File: src/rtl/store_pkg.sv
// Shared encodings for the S-type store sequencer: opcodes, funct3 values,
// fault cause codes and FSM state type.
package store_pkg;

  localparam logic [6:0] OP_STORE = 7'b0100011;

  localparam logic [2:0] F3_SB = 3'b000;
  localparam logic [2:0] F3_SH = 3'b001;
  localparam logic [2:0] F3_SW = 3'b010;

  localparam logic [1:0] CAUSE_NONE     = 2'b00;
  localparam logic [1:0] CAUSE_ILLEGAL  = 2'b01;
  localparam logic [1:0] CAUSE_MISALIGN = 2'b10;
  localparam logic [1:0] CAUSE_TIMEOUT  = 2'b11;

  typedef enum logic [2:0] {
    StIdle,
    StDecode,
    StExec,
    StMem,
    StResp
  } state_e;

  function automatic logic is_store_f3(input logic [2:0] f3);
    return (f3 == F3_SB) || (f3 == F3_SH) || (f3 == F3_SW);
  endfunction

endpackage

File: src/rtl/store_lane_align.sv
// Combinational byte-lane steering for SB/SH/SW: positions store data on the
// addressed lanes, builds byte enables and flags misaligned accesses.
module store_lane_align
  import store_pkg::*;
(
  input  logic [2:0]  i_funct3,
  input  logic [1:0]  i_addr_lo,
  input  logic [31:0] i_rs2,
  output logic [31:0] o_wdata,
  output logic [3:0]  o_be,
  output logic        o_misaligned
);

  always_comb begin
    o_wdata      = '0;
    o_be         = '0;
    o_misaligned = 1'b0;
    case (i_funct3)
      F3_SB: begin
        o_be    = 4'b0001 << i_addr_lo;
        o_wdata = {24'b0, i_rs2[7:0]} << {i_addr_lo, 3'b000};
      end
      F3_SH: begin
        o_be         = i_addr_lo[1] ? 4'b1100 : 4'b0011;
        o_wdata      = i_addr_lo[1] ? {i_rs2[15:0], 16'b0} : {16'b0, i_rs2[15:0]};
        o_misaligned = i_addr_lo[0];
      end
      F3_SW: begin
        o_be         = 4'b1111;
        o_wdata      = i_rs2;
        o_misaligned = |i_addr_lo;
      end
      default: ;
    endcase
  end

endmodule

File: src/rtl/store_sequencer.sv
// Multi-cycle S-type store controller: accept, decode, read registers, form
// the effective address and lanes, then run a req/ack write with timeout.
module store_sequencer
  import store_pkg::*;
#(
  parameter int unsigned XLEN        = 32,
  parameter int unsigned MEM_TIMEOUT = 16
) (
  input  logic            clk,
  input  logic            rst,
  input  logic            instr_valid,
  input  logic [31:0]     instr_word,
  output logic            instr_ready,
  output logic [4:0]      rf_rs1_addr,
  output logic [4:0]      rf_rs2_addr,
  input  logic [XLEN-1:0] rf_rs1_data,
  input  logic [XLEN-1:0] rf_rs2_data,
  output logic            mem_req,
  output logic [XLEN-1:0] mem_addr,
  output logic [XLEN-1:0] mem_wdata,
  output logic [3:0]      mem_be,
  input  logic            mem_ack,
  output logic            done,
  output logic            fault,
  output logic [1:0]      fault_cause
);

  localparam int unsigned CntW = (MEM_TIMEOUT > 1) ? $clog2(MEM_TIMEOUT) : 1;
  localparam logic [CntW-1:0] CntMax = CntW'(MEM_TIMEOUT - 1);

  state_e          r_state;
  logic [31:0]     r_instr;
  logic [XLEN-1:0] r_addr;
  logic [XLEN-1:0] r_wdata;
  logic [3:0]      r_be;
  logic [1:0]      r_cause;
  logic [CntW-1:0] r_cnt;

  state_e          w_state_next;
  logic [1:0]      w_cause_next;
  logic [CntW-1:0] w_cnt_next;
  logic            w_latch_instr;
  logic            w_capture;

  logic [6:0]      w_opcode;
  logic [2:0]      w_funct3;
  logic [XLEN-1:0] w_imm;
  logic [XLEN-1:0] w_eff_addr;
  logic [XLEN-1:0] w_lane_wdata;
  logic [3:0]      w_lane_be;
  logic            w_misaligned;
  logic            w_rf_active;

  assign w_opcode   = r_instr[6:0];
  assign w_funct3   = r_instr[14:12];
  assign w_imm      = {{(XLEN-12){r_instr[31]}}, r_instr[31:25], r_instr[11:7]};
  assign w_eff_addr = rf_rs1_data + w_imm;

  store_lane_align u_lane_align (
    .i_funct3     (w_funct3),
    .i_addr_lo    (w_eff_addr[1:0]),
    .i_rs2        (rf_rs2_data),
    .o_wdata      (w_lane_wdata),
    .o_be         (w_lane_be),
    .o_misaligned (w_misaligned)
  );

  always_ff @(posedge clk) begin
    if (rst) begin
      r_state <= StIdle;
      r_instr <= '0;
      r_addr  <= '0;
      r_wdata <= '0;
      r_be    <= '0;
      r_cause <= CAUSE_NONE;
      r_cnt   <= '0;
    end else begin
      r_state <= w_state_next;
      r_cause <= w_cause_next;
      r_cnt   <= w_cnt_next;
      if (w_latch_instr) r_instr <= instr_word;
      if (w_capture) begin
        r_addr  <= w_eff_addr;
        r_wdata <= w_lane_wdata;
        r_be    <= w_lane_be;
      end
    end
  end

  always_comb begin
    w_state_next  = r_state;
    w_cause_next  = r_cause;
    w_cnt_next    = r_cnt;
    w_latch_instr = 1'b0;
    w_capture     = 1'b0;
    case (r_state)
      StIdle: begin
        if (instr_valid) begin
          w_latch_instr = 1'b1;
          w_cause_next  = CAUSE_NONE;
          w_state_next  = StDecode;
        end
      end
      StDecode: begin
        if (w_opcode == OP_STORE && is_store_f3(w_funct3)) begin
          w_state_next = StExec;
        end else begin
          w_cause_next = CAUSE_ILLEGAL;
          w_state_next = StResp;
        end
      end
      StExec: begin
        w_capture = 1'b1;
        if (w_misaligned) begin
          w_cause_next = CAUSE_MISALIGN;
          w_state_next = StResp;
        end else begin
          w_cnt_next   = '0;
          w_state_next = StMem;
        end
      end
      StMem: begin
        // An ack in the last permitted cycle still counts as success.
        if (mem_ack) begin
          w_cause_next = CAUSE_NONE;
          w_state_next = StResp;
        end else if (r_cnt == CntMax) begin
          w_cause_next = CAUSE_TIMEOUT;
          w_state_next = StResp;
        end else begin
          w_cnt_next = r_cnt + 1'b1;
        end
      end
      StResp:  w_state_next = StIdle;
      default: w_state_next = StIdle;
    endcase
  end

  assign w_rf_active = (r_state == StDecode) || (r_state == StExec);

  assign instr_ready = (r_state == StIdle) && !rst;
  assign rf_rs1_addr = w_rf_active ? r_instr[19:15] : 5'd0;
  assign rf_rs2_addr = w_rf_active ? r_instr[24:20] : 5'd0;

  assign mem_req   = (r_state == StMem);
  assign mem_addr  = mem_req ? r_addr : '0;
  assign mem_wdata = mem_req ? r_wdata : '0;
  assign mem_be    = mem_req ? r_be : 4'b0000;

  assign done        = (r_state == StResp) && (r_cause == CAUSE_NONE);
  assign fault       = (r_state == StResp) && (r_cause != CAUSE_NONE);
  assign fault_cause = fault ? r_cause : CAUSE_NONE;

endmodule

File: config.mk
export PLATFORM = sky130hd
export DESIGN_NAME = store_sequencer
export DESIGN_NICKNAME = d
export VERILOG_FILES = /design/src/rtl/store_pkg.sv /design/src/rtl/store_lane_align.sv /design/src/rtl/store_sequencer.sv
export SDC_FILE = /design/constraint.sdc
export NUM_CORES = 1
export LEC_CHECK = 0
export BUFFER_PORTS_ARGS = -buffer_cell sky130_fd_sc_hd__buf_2
export CORE_UTILIZATION = 28
export CTS_CLUSTER_SIZE = 14
export DETAILED_ROUTE_END_ITERATION = 8
export PLACE_DENSITY = 0.48
export SLEW_MARGIN = 20
export SYNTH_ARGS = -nofsm -noshare
export SYNTH_HDL_FRONTEND = slang
export SYNTH_SLANG_ARGS = --single-unit
File: constraint.sdc
create_clock -name clk -period 3.2 [get_ports clk]
set_clock_uncertainty 0.2 [all_clocks]
set_input_delay 0.32 -clock clk [delete_from_list [all_inputs] [get_ports clk]]
set_output_delay 0.32 -clock clk [all_outputs]
set_load 0.01 [all_outputs]
==> results.md <==
- Initial drt markers: between 400 and 500
- DR WL/cell: 15.69 um
- Worst Hold Path EP: r_instr[12]$_SDFFE_PP0P_
- Slowest cell on the critical path: a221o_1
- Number of max-cap violations: 0
- Final ANT Viol Nets: 0
- Min-delay src: instr_word[12]
- Placed cell areas: between 7000 and 8000 um^2
- TNS Setup: 0 ns
- Hold Violations, Final: 0
- Die area: around 24000 um^2
- Most Frequent Cell on Critical Path: a221o_1
- FMAX: roughly 340 MHz
- Tmin final: between 2 and 3 ns
- Clock Tree Root: clkbuf_16
- Syn avg cell area: roughly 7.7 um^2
- Asr flop ratio synth: 0%
- Final wirelength: roughly 21000 um
- CP max stage delay: between 0.3 and 0.4 ns
- Clock Sinks: 109
- Sequential fraction of the synthesis area: 33.82%
- Nets@finish: roughly 1200
- Htree depth: 3
- Core box area: between 20000 and 25000 um^2
- First-pass GRT wire length: ~34000 um
- Setup bufs post-CTS: 0
- Vias in the first global route: around 6300
- Max Fanout on Critical Path: 22
- Layout cell share with drive strength beyond 1: about a quarter
- Total gr overflow: 0
- Area grow syn2layout: 29.05%
- Number of synthesized flops with an enable pin: 0
- Num CTS Buffers: 9
- Setup violations, final: 0
- Cell depth of the worst flop-to-flop path: 10
- Total power: around 3200 uW
- Syn Nets: 970
- Status: finished, final reports clean
- Top Ports: 184
- Synthesized cell area: roughly 6500 um^2
- Clock insertion delay at the later pin of the skew report: ~0.36 ns
- Reg2reg end: r_addr[31]$_SDFFE_PP0P_
- TritonCTS clock tree: yes
- Die width: 153.8 um
- Total Routing Usage GR: 17.83%
- Final cell utilization of the core: a little under two fifths
- IO buf count: 183
- Initial core utilization: between 20 and 30%
- Critical Path, Cell by Cell: buf_12, ha_1, and2_1, a221o_1, o21ai_0, nand2_1, a221o_1, a21oi_1, mux2i_1, nor3_1
- Req. time, crit path: 3.23 ns
- Fillcell total: ~2400
- Worst-Margin Slew: ~1.0 ns
- Clock slew at reported path FFs: around 0.080 ns
- Vias: about 6600
- Hold WS: about 0.029 ns
- Worst Hold Class: in -> reg
- CP arrival: between 2 and 3 ns
- Clock Tree Buf Depth: 2
- RSZ-0062 raised after global routing: no
- DRC violations left: 0
- Buf+Inv Stages, Crit Path: 1
- Critical path's top delay family: compound AO/OA/AOI/OAI gates
- Num rows: between 50 and 60
- Initial antenna violation count: 0
- Hold Path Depth: 3
- Worst rel slew slack: 30.43%
- Reg2reg setup slack: ~0.24 ns
- Fin crit share: about 93%
- Detailed Place HPWL: between 10000 and 15000 um
- Count of final max-slew check failures: 0
- Ant diodes: 0
- #FFs+latches synth: 109
- Largest net degree at the start of global routing: 64
- PD cells: 380.5 nW/um^2
- Cells after synthesis: around 840
- Peak VDD IR: between 0.2 and 0.25 mV
- Startpoint types: flip-flop
- Die height: ~150 um
- Reg-to-Reg Start: r_instr[31]$_SDFFE_PP0P_
- GPL Wtd Cong: ~0.81
- Yosys cell types: 66
- Final instance area: approximately 8300 um^2
- Number of synthesis warnings: 0
- Crit path kind: reg -> reg
- Ys flop type: dfxtp_1
- Leak Pwr: about 0.0037 uW
- Vias/cell: about 5.0
- Drt pass-1 iters: 5
- Setup crit end kind: flip-flop
## worst max-delay path by stage
stage                             start                 endpoint  slack (ns)  depth (start not counted)
6_report       r_instr[31]$_SDFFE_PP0P_  r_addr[31]$_SDFFE_PP0P_        0.24                         10
5_1_grt         r_instr[7]$_SDFFE_PP0P_  r_addr[28]$_SDFFE_PP0P_        0.08                         11
4_1_cts         r_instr[7]$_SDFFE_PP0P_  r_addr[28]$_SDFFE_PP0P_        0.23                         11
3_5_place_dp             rf_rs1_data[0]  r_addr[28]$_SDFFE_PP0P_        0.18                         12
3_3_place_gp             rf_rs1_data[0]  r_addr[28]$_SDFFE_PP0P_        0.19                         12
2_1_floorplan  r_instr[31]$_SDFFE_PP0P_  r_addr[28]$_SDFFE_PP0P_        0.27                          8
## tightest hold or removal path, cell delays in order
cell and delay [ns]:
buf_2 0.10, nand2_1 0.06, a21oi_1 0.05
## cells in the mapped netlist (all sizes together) (3+ instances only)
master | count | share of area (%)
or3 | 4 | 0.39
ha | 32 | 6.2
nor3 | 32 | 2.5
a221o | 3 | 0.47
and2 | 84 | 8.2
nand3 | 12 | 0.93
inv | 12 | 0.70
and4 | 3 | 0.43
nand2b | 6 | 0.58
and3 | 10 | 0.97
xor2 | 12 | 1.6
a211oi | 16 | 1.9
clkbuf | 47 | 2.7
o21ai | 26 | 2.0
nor4 | 6 | 0.78
xnor2 | 13 | 1.8
o211ai | 5 | 0.58
buf | 5 | 0.33
a22oi | 8 | 0.93
nand2 | 137 | 8.0
a222oi | 8 | 1.2
o21a | 7 | 0.81
nand4 | 4 | 0.39
a21oi | 96 | 7.8
nor2b | 7 | 0.68
nor4b | 3 | 0.60
o21bai | 3 | 0.35
nor2 | 62 | 3.6
a21o | 10 | 1.2
dfxtp | 109 | 34
a221oi | 16 | 2.2
a31oi | 7 | 0.78
## final cells by class
type,instances,area (um^2),share of cell area (%)
clock inverter,6,56.30,0.6762
timing repair buffer,231,1401,16.83
sequential,109,2182,26.21
inverter,12,45.04,0.5409
clock buffer,10,239.0,2.870
multi-input combinational,664,4046,48.60
tap,285,356.6,4.282
## per-stage QoR
step                      cells  setup slack, ns
after floorplan             837           0.2689
after global placement     1272           0.1936
after detailed placement   1272           0.1841
after CTS                  1317           0.2315
after global routing       1317          0.07587
final                      1317           0.2361
## routing by layer
metal  share of wire [%]  track usage, %
met1                  50           24.41
met5                   0               0
met2                  44           28.42
met3                 5.0           3.833
met4                 1.1           4.238
## state kept, by name, indices dropped and copies added, names as in the netlist
signal   count
r_addr      32
r_cause      2
r_state      3
r_instr     32
r_be         4
r_wdata     32
r_cnt        4
## power breakdown
part           internal [uW]  switching, uW  total [uW]
registers               1380           22.0        1400
logic                    263            357         620
clock network            567            578        1140
## placed cells by master (no fill, tap or decap), drive strengths merged, types with 16 or more instances in the layout
master       Yosys  final
buf              5    202
nand2          137    137
dfxtp          109    109
a21oi           96     96
and2            84     84
nor2            62     62
nor3            32     32
ha              32     32
dlygate4sd3      0     29
o21ai           26     26
a221oi          16     16
a211oi          16     16
## logic make-up after synthesis
group	after synthesis	share of synthesized area, %
AND/OR/NAND/NOR	378	28.87
AO/OA/AOI/OAI	225	23.15
flip-flops	109	33.82
buffers and inverters	64	3.762
adder cells (fa/ha/maj)	33	6.515
XOR/XNOR	25	3.393
multiplexers	3	0.4848
## timing repair
action,4_1_cts,5_1_grt
hold endpoints to repair,29,0
hold buffers,29,0
endpoints found under the setup margin,0,1
gates resized for setup,0,1
Power figures use the tool's default switching activity.
